`config.mk`:
```
export PLATFORM = sky130hd
export DESIGN_NAME = fifo_ctrl
export DESIGN_NICKNAME = d
export VERILOG_FILES = /design/src/rtl/fifo_ctrl_pkg.sv /design/src/rtl/fifo_ctrl_ptr.sv /design/src/rtl/fifo_ctrl.sv
export SDC_FILE = /design/constraint.sdc
export NUM_CORES = 1
export LEC_CHECK = 0
export CAP_MARGIN = 20
export CORE_MARGIN = 5
export CORE_UTILIZATION = 40
export DETAILED_ROUTE_END_ITERATION = 12
export MAX_ROUTING_LAYER = met4
export PLACE_DENSITY_LB_ADDON = 0.08
export SLEW_MARGIN = 25
export SYNTH_ARGS = -nofsm -noshare
export SYNTH_HDL_FRONTEND = slang
export SYNTH_HIERARCHICAL = 1
export SYNTH_SLANG_ARGS = --single-unit
```
`constraint.sdc`:
```
create_clock -name clk -period 3 [get_ports clk]
set_input_delay 0.6 -clock clk [delete_from_list [all_inputs] [get_ports clk]]
set_output_delay 0.6 -clock clk [all_outputs]
set_load 0.02 [all_outputs]
```
`src/rtl/fifo_ctrl_pkg.sv`:
```
// fifo_ctrl_pkg: shared types, sizes and helpers for the FIFO sequencing controller.
//   maxramsize : number of RAM entries the controller is built for
//   RAM_size   : RAM address width
//   ptr_t      : RAM address / pointer type
//   count_t    : occupancy type, holds 0..maxramsize
//   next_ptr() : pointer increment with explicit wrap (no reliance on binary overflow)
package fifo_ctrl_pkg;

    typedef logic bit_t;

    localparam int unsigned maxramsize = 16;
    localparam int unsigned RAM_size   = (maxramsize > 1) ? $clog2(maxramsize) : 1;
    localparam int unsigned CountW     = $clog2(maxramsize + 1);

    typedef logic [RAM_size-1:0] ptr_t;
    typedef logic [CountW-1:0]   count_t;

    // Wrap is an explicit compare so non-power-of-two depths work.
    function automatic ptr_t next_ptr(input ptr_t ptr, input int unsigned depth = maxramsize);
        ptr_t w_last;
        w_last = ptr_t'(depth - 1);
        if (ptr == w_last) begin
            return '0;
        end
        return ptr + ptr_t'(1);
    endfunction

endpackage

```
`src/rtl/fifo_ctrl_ptr.sv`:
```
// fifo_ptr: wrapping pointer register, resets to 0, advances by one when i_adv is high.
//   clk    : clock, rising edge
//   reset  : asynchronous, active-low reset
//   i_adv  : advance pointer at the next edge
//   o_ptr  : current pointer value
module fifo_ptr
    import fifo_ctrl_pkg::*;
#(
    parameter int unsigned DEPTH = maxramsize
) (
    input  logic clk,
    input  logic reset,
    input  logic i_adv,
    output ptr_t o_ptr
);

    ptr_t r_ptr;
    ptr_t w_ptr_next;

    always_comb begin
        w_ptr_next = r_ptr;
        if (i_adv) begin
            w_ptr_next = next_ptr(r_ptr, DEPTH);
        end
    end

    always_ff @(posedge clk or negedge reset) begin
        if (!reset) begin
            r_ptr <= '0;
        end else begin
            r_ptr <= w_ptr_next;
        end
    end

    assign o_ptr = r_ptr;

endmodule

```
`src/rtl/fifo_ctrl.sv`:
```
// fifo_ctrl: sequencing controller for a dual-port FIFO RAM. Decides which push/pop
// requests are legal, owns write/read pointers, tracks occupancy and publishes flags.
//   clk, reset       : clock (rising edge), asynchronous active-low reset
//   i_push, i_pop    : producer write request, consumer read request
//   o_w_add, o_w_en  : RAM write address (current write pointer) and strobe
//   o_r_add, o_r_en  : RAM read address (current read pointer) and strobe
//   o_count          : occupancy 0..DEPTH
//   o_full, o_empty, o_almost_full, o_almost_empty : decoded from registered count
//   o_overflow, o_underflow : one-cycle pulses after a rejected push / pop
module fifo_ctrl
    import fifo_ctrl_pkg::*;
#(
    parameter int unsigned DEPTH    = maxramsize,
    parameter int unsigned AF_LEVEL = DEPTH - 2,
    parameter int unsigned AE_LEVEL = 2
) (
    input  logic   clk,
    input  logic   reset,
    input  logic   i_push,
    input  logic   i_pop,
    output ptr_t   o_w_add,
    output logic   o_w_en,
    output ptr_t   o_r_add,
    output logic   o_r_en,
    output count_t o_count,
    output logic   o_full,
    output logic   o_empty,
    output logic   o_almost_full,
    output logic   o_almost_empty,
    output logic   o_overflow,
    output logic   o_underflow
);

    count_t r_count;
    count_t w_count_next;
    logic   r_overflow;
    logic   r_underflow;
    logic   w_full;
    logic   w_empty;
    logic   w_push_ok;
    logic   w_pop_ok;

    assign w_full  = (r_count == count_t'(DEPTH));
    assign w_empty = (r_count == '0);

    // Strobes are gated by reset so nothing reaches the RAM while reset is held.
    // Push on full is legal only with a simultaneous pop (RAM is read-before-write).
    // Pop on empty is never legal: there is no bypass from push to pop.
    always_comb begin
        w_pop_ok  = reset && i_pop && !w_empty;
        w_push_ok = reset && i_push && (!w_full || i_pop);
    end

    always_comb begin
        w_count_next = r_count;
        unique case ({w_push_ok, w_pop_ok})
            2'b10:   w_count_next = r_count + count_t'(1);
            2'b01:   w_count_next = r_count - count_t'(1);
            default: w_count_next = r_count;
        endcase
    end

    always_ff @(posedge clk or negedge reset) begin
        if (!reset) begin
            r_count     <= '0;
            r_overflow  <= 1'b0;
            r_underflow <= 1'b0;
        end else begin
            r_count     <= w_count_next;
            r_overflow  <= i_push && !w_push_ok;
            r_underflow <= i_pop && !w_pop_ok;
        end
    end

    fifo_ptr #(
        .DEPTH (DEPTH)
    ) u_wptr (
        .clk   (clk),
        .reset (reset),
        .i_adv (w_push_ok),
        .o_ptr (o_w_add)
    );

    fifo_ptr #(
        .DEPTH (DEPTH)
    ) u_rptr (
        .clk   (clk),
        .reset (reset),
        .i_adv (w_pop_ok),
        .o_ptr (o_r_add)
    );

    always_comb begin
        o_w_en         = w_push_ok;
        o_r_en         = w_pop_ok;
        o_count        = r_count;
        o_full         = w_full;
        o_empty        = w_empty;
        o_almost_full  = (r_count >= count_t'(AF_LEVEL));
        o_almost_empty = (r_count <= count_t'(AE_LEVEL));
        o_overflow     = r_overflow;
        o_underflow    = r_underflow;
    end

endmodule
```
==> results_dict.tcl <==
set metrics [dict create \
    fill_cells 215 \
    p_leak_nw 0.549 \
    yosysSeqAreaShare_pct 42.3 \
    cp_max_fo 7 \
    worstSkewPairLatency_ns 0.28 \
    timing.fmax_ghz 0.360 \
    slew_violations 0 \
    syn_nets 100 \
    clk_pin_slew_ns 0.10 \
    initial_utilization_pct 40.9 \
    tightest_slew_ns 0.349 \
    grt_max_degree 17 \
    grt_pass1_wl_um 3320 \
    htree_levels 1 \
    die_h_um 57.1 \
    clock_sinks 15 \
    drtPass1Iterations 4 \
    die_area_mm2 0.00326 \
    fin_skew_ns 0.00389 \
    endpoint_kind "output pin" \
    numCtsBuffers 3 \
    core_mm2 0.00217 \
    synth_warnings 6 \
    drt_iter0_drc 14 \
    cts_tree "yes" \
    wire_per_inst_um 12.4 \
    drc 0 \
    drive_above_1_share_pct 18.3 \
    finalHoldViolations 0 \
    status "completed" \
    r2r_slack_ns 0.23 \
    holdPathStages 1 \
    ff2ff_path_depth 8 \
    area_growth_pct 43.0 \
    syn_area_per_cell_um2 9.98 \
    port_buffers 24 \
    avgViaCountPerCell 5.05 \
    routed_wirelength_um 1920 \
    tns_ns 0 \
    dpl.hpwl_um 1500 \
    nets 138 \
    setup_violations 0 \
    clock_path_buffers 2 \
    critical_path_required_ns 2.40 \
    max-cap-violations 0 \
    rsz0062_at_grt "false" \
    fin_crit_sh_pct 92.7 \
    relSlewSlack_pct 76.5 \
    antenna_found_initial 0 \
    place_ws_ns 0.0531 \
    reg2reg_from "o_count[2]$_DFFE_PN0P_" \
    antenna_left 0 \
    post-route-min-period_ns 2.78 \
    antenna_cells 0 \
    ctsHoldBuffers 0 \
    synth_area_um2 888 \
    ios 25 \
    finalPower_mw 1.31 \
    rr_endpoint "o_count[4]$_DFFE_PN0P_" \
    cp-start-kind "register" \
    grt-ovfl-total 0 \
    arrival_ns 2.18 \
    gp_congestion 0.757 \
    most-common-layout-cells "23 x clkdlybuf4s50_1, 15 x dfrtp_1, 10 x buf_4" \
    ys_types 28 \
    fin_util_pct 58.5 \
    grt_pass1_vias 752 \
    powerDensity_mw_per_mm2 1030 \
    synthCells 89 \
    rows 17 \
    die_w_um 57.1 \
    ys_seq_elements 15 \
    setup_ws_ns 0.220 \
    vias 778 \
    clockRootBuffer "clkbuf_4" \
    vdd_drop_max_mv 0.529 \
    final_common_cell "clkdlybuf4s50_1" \
    grt.total_usage_pct 13.2 \
    min_to "u_rptr/o_ptr[3]$_DFFE_PN0P_" \
    worstHoldStart "u_rptr/o_ptr[3]$_DFFE_PN0P_" \
    min_path_type "reg -> reg" \
    crit_type "reg -> out" \
]
==> cell families (layout without fill, tap and decap cells) <==
kind of cell               Yosys count  in the layout  share of synthesized area [%]
buffers and inverters                8             45                           3.38
and+or+nand+nor                     31             31                           20.4
AOI/OAI and AO/OA                   20             20                           14.2
DFF                                 15             15                           42.3
xor gates and xnor gates             4              4                           3.94
muxes                                4              4                           5.07
adders and majority gates            7              7                           10.7
==> worst max-delay path: stages (launching register included) <==
cell             delay [ns]
dfrtp_1                0.46
or3_1                  0.43
o41ai_2                0.30
nor2_2                 0.14
clkdlybuf4s50_1        0.56
==> cell usage after synthesis, drive strengths merged <==
master / number / area, µm²
a2111o: 1 / 11.3
a21boi: 1 / 7.51
a21oi: 7 / 35.0
and2: 1 / 6.26
and3: 1 / 6.26
buf: 1 / 3.75
dfrtp: 15 / 375
fa: 1 / 20.0
ha: 6 / 75.1
inv: 7 / 26.3
mux2: 4 / 45.0
nand2: 6 / 22.5
nand3: 8 / 40.0
nand4: 2 / 12.5
nor2: 1 / 3.75
nor3: 1 / 5.00
nor3b: 5 / 37.5
o211ai: 1 / 7.51
o21ai: 8 / 40.0
o311ai: 1 / 8.76
o41ai: 1 / 16.3
or2: 1 / 6.26
or3: 3 / 23.8
or4: 1 / 7.51
or4b: 1 / 10.0
xnor2: 4 / 35.0
==> stage by stage <==
stage | instance area, µm² | instances | hold slack [ns]
2_1_floorplan | 891 | 89 | 0.304
3_3_place_gp | 1240 | 150 | 0.485
3_5_place_dp | 1240 | 150 | 0.491
4_1_cts | 1260 | 154 | 0.507
5_1_grt | 1270 | 154 | 0.520
6_report | 1270 | 154 | 0.502
==> layer usage <==
metal	track usage, %	part of all wire [%]
met5	-	0
met4	3.97	0.63
met3	2.94	7.0
met2	20.2	45
met1	17.3	47
==> worst max path at each step <==
stage               depth (start not counted)              startpoint  slack [ns]                endpoint
detailed placement                          8                   i_pop        0.05  o_count[4]$_DFFE_PN0P_
CTS                                         5  o_count[2]$_DFFE_PN0P_        0.02                  o_r_en
global placement                            4                   reset        0.09                  o_w_en
global route                                4  o_count[2]$_DFFE_PN0P_        0.03                  o_w_en
finish                                      4  o_count[2]$_DFFE_PN0P_        0.22                  o_w_en
floorplan                                   8  o_count[3]$_DFFE_PN0P_       0.006  o_count[4]$_DFFE_PN0P_
==> area by class of cell <==
type / instances / area, µm² / area share, %
clock buffers: 3 / 22.5 / 1.77
clock inverters: 1 / 5.00 / 0.394
inverters: 7 / 26.3 / 2.07
multi-input cells: 66 / 488 / 38.4
flip-flops and latches: 15 / 375 / 29.6
well taps: 28 / 35.0 / 2.76
repair buffers: 34 / 318 / 25.0
==> power by group <==
| group | switching (mW) | internal (mW) | total, mW |
|---|---|---|---|
| registers | 0.0873 | 0.291 | 0.378 |
| clock network | 0.0657 | 0.0494 | 0.115 |
| logic | 0.407 | 0.409 | 0.816 |
==> flip-flops by register name, indices dropped and copies added (netlist names) <==
register,cells
o_count,5
u_rptr/o_ptr,4
u_wptr/o_ptr,4
o_overflow,1
o_underflow,1
==> repair_timing <==
action,in CTS,in global routing
gates resized for setup,0,2
setup endpoints to repair,0,2
buffers inserted,0,0
Power figures use the tool's default switching activity.
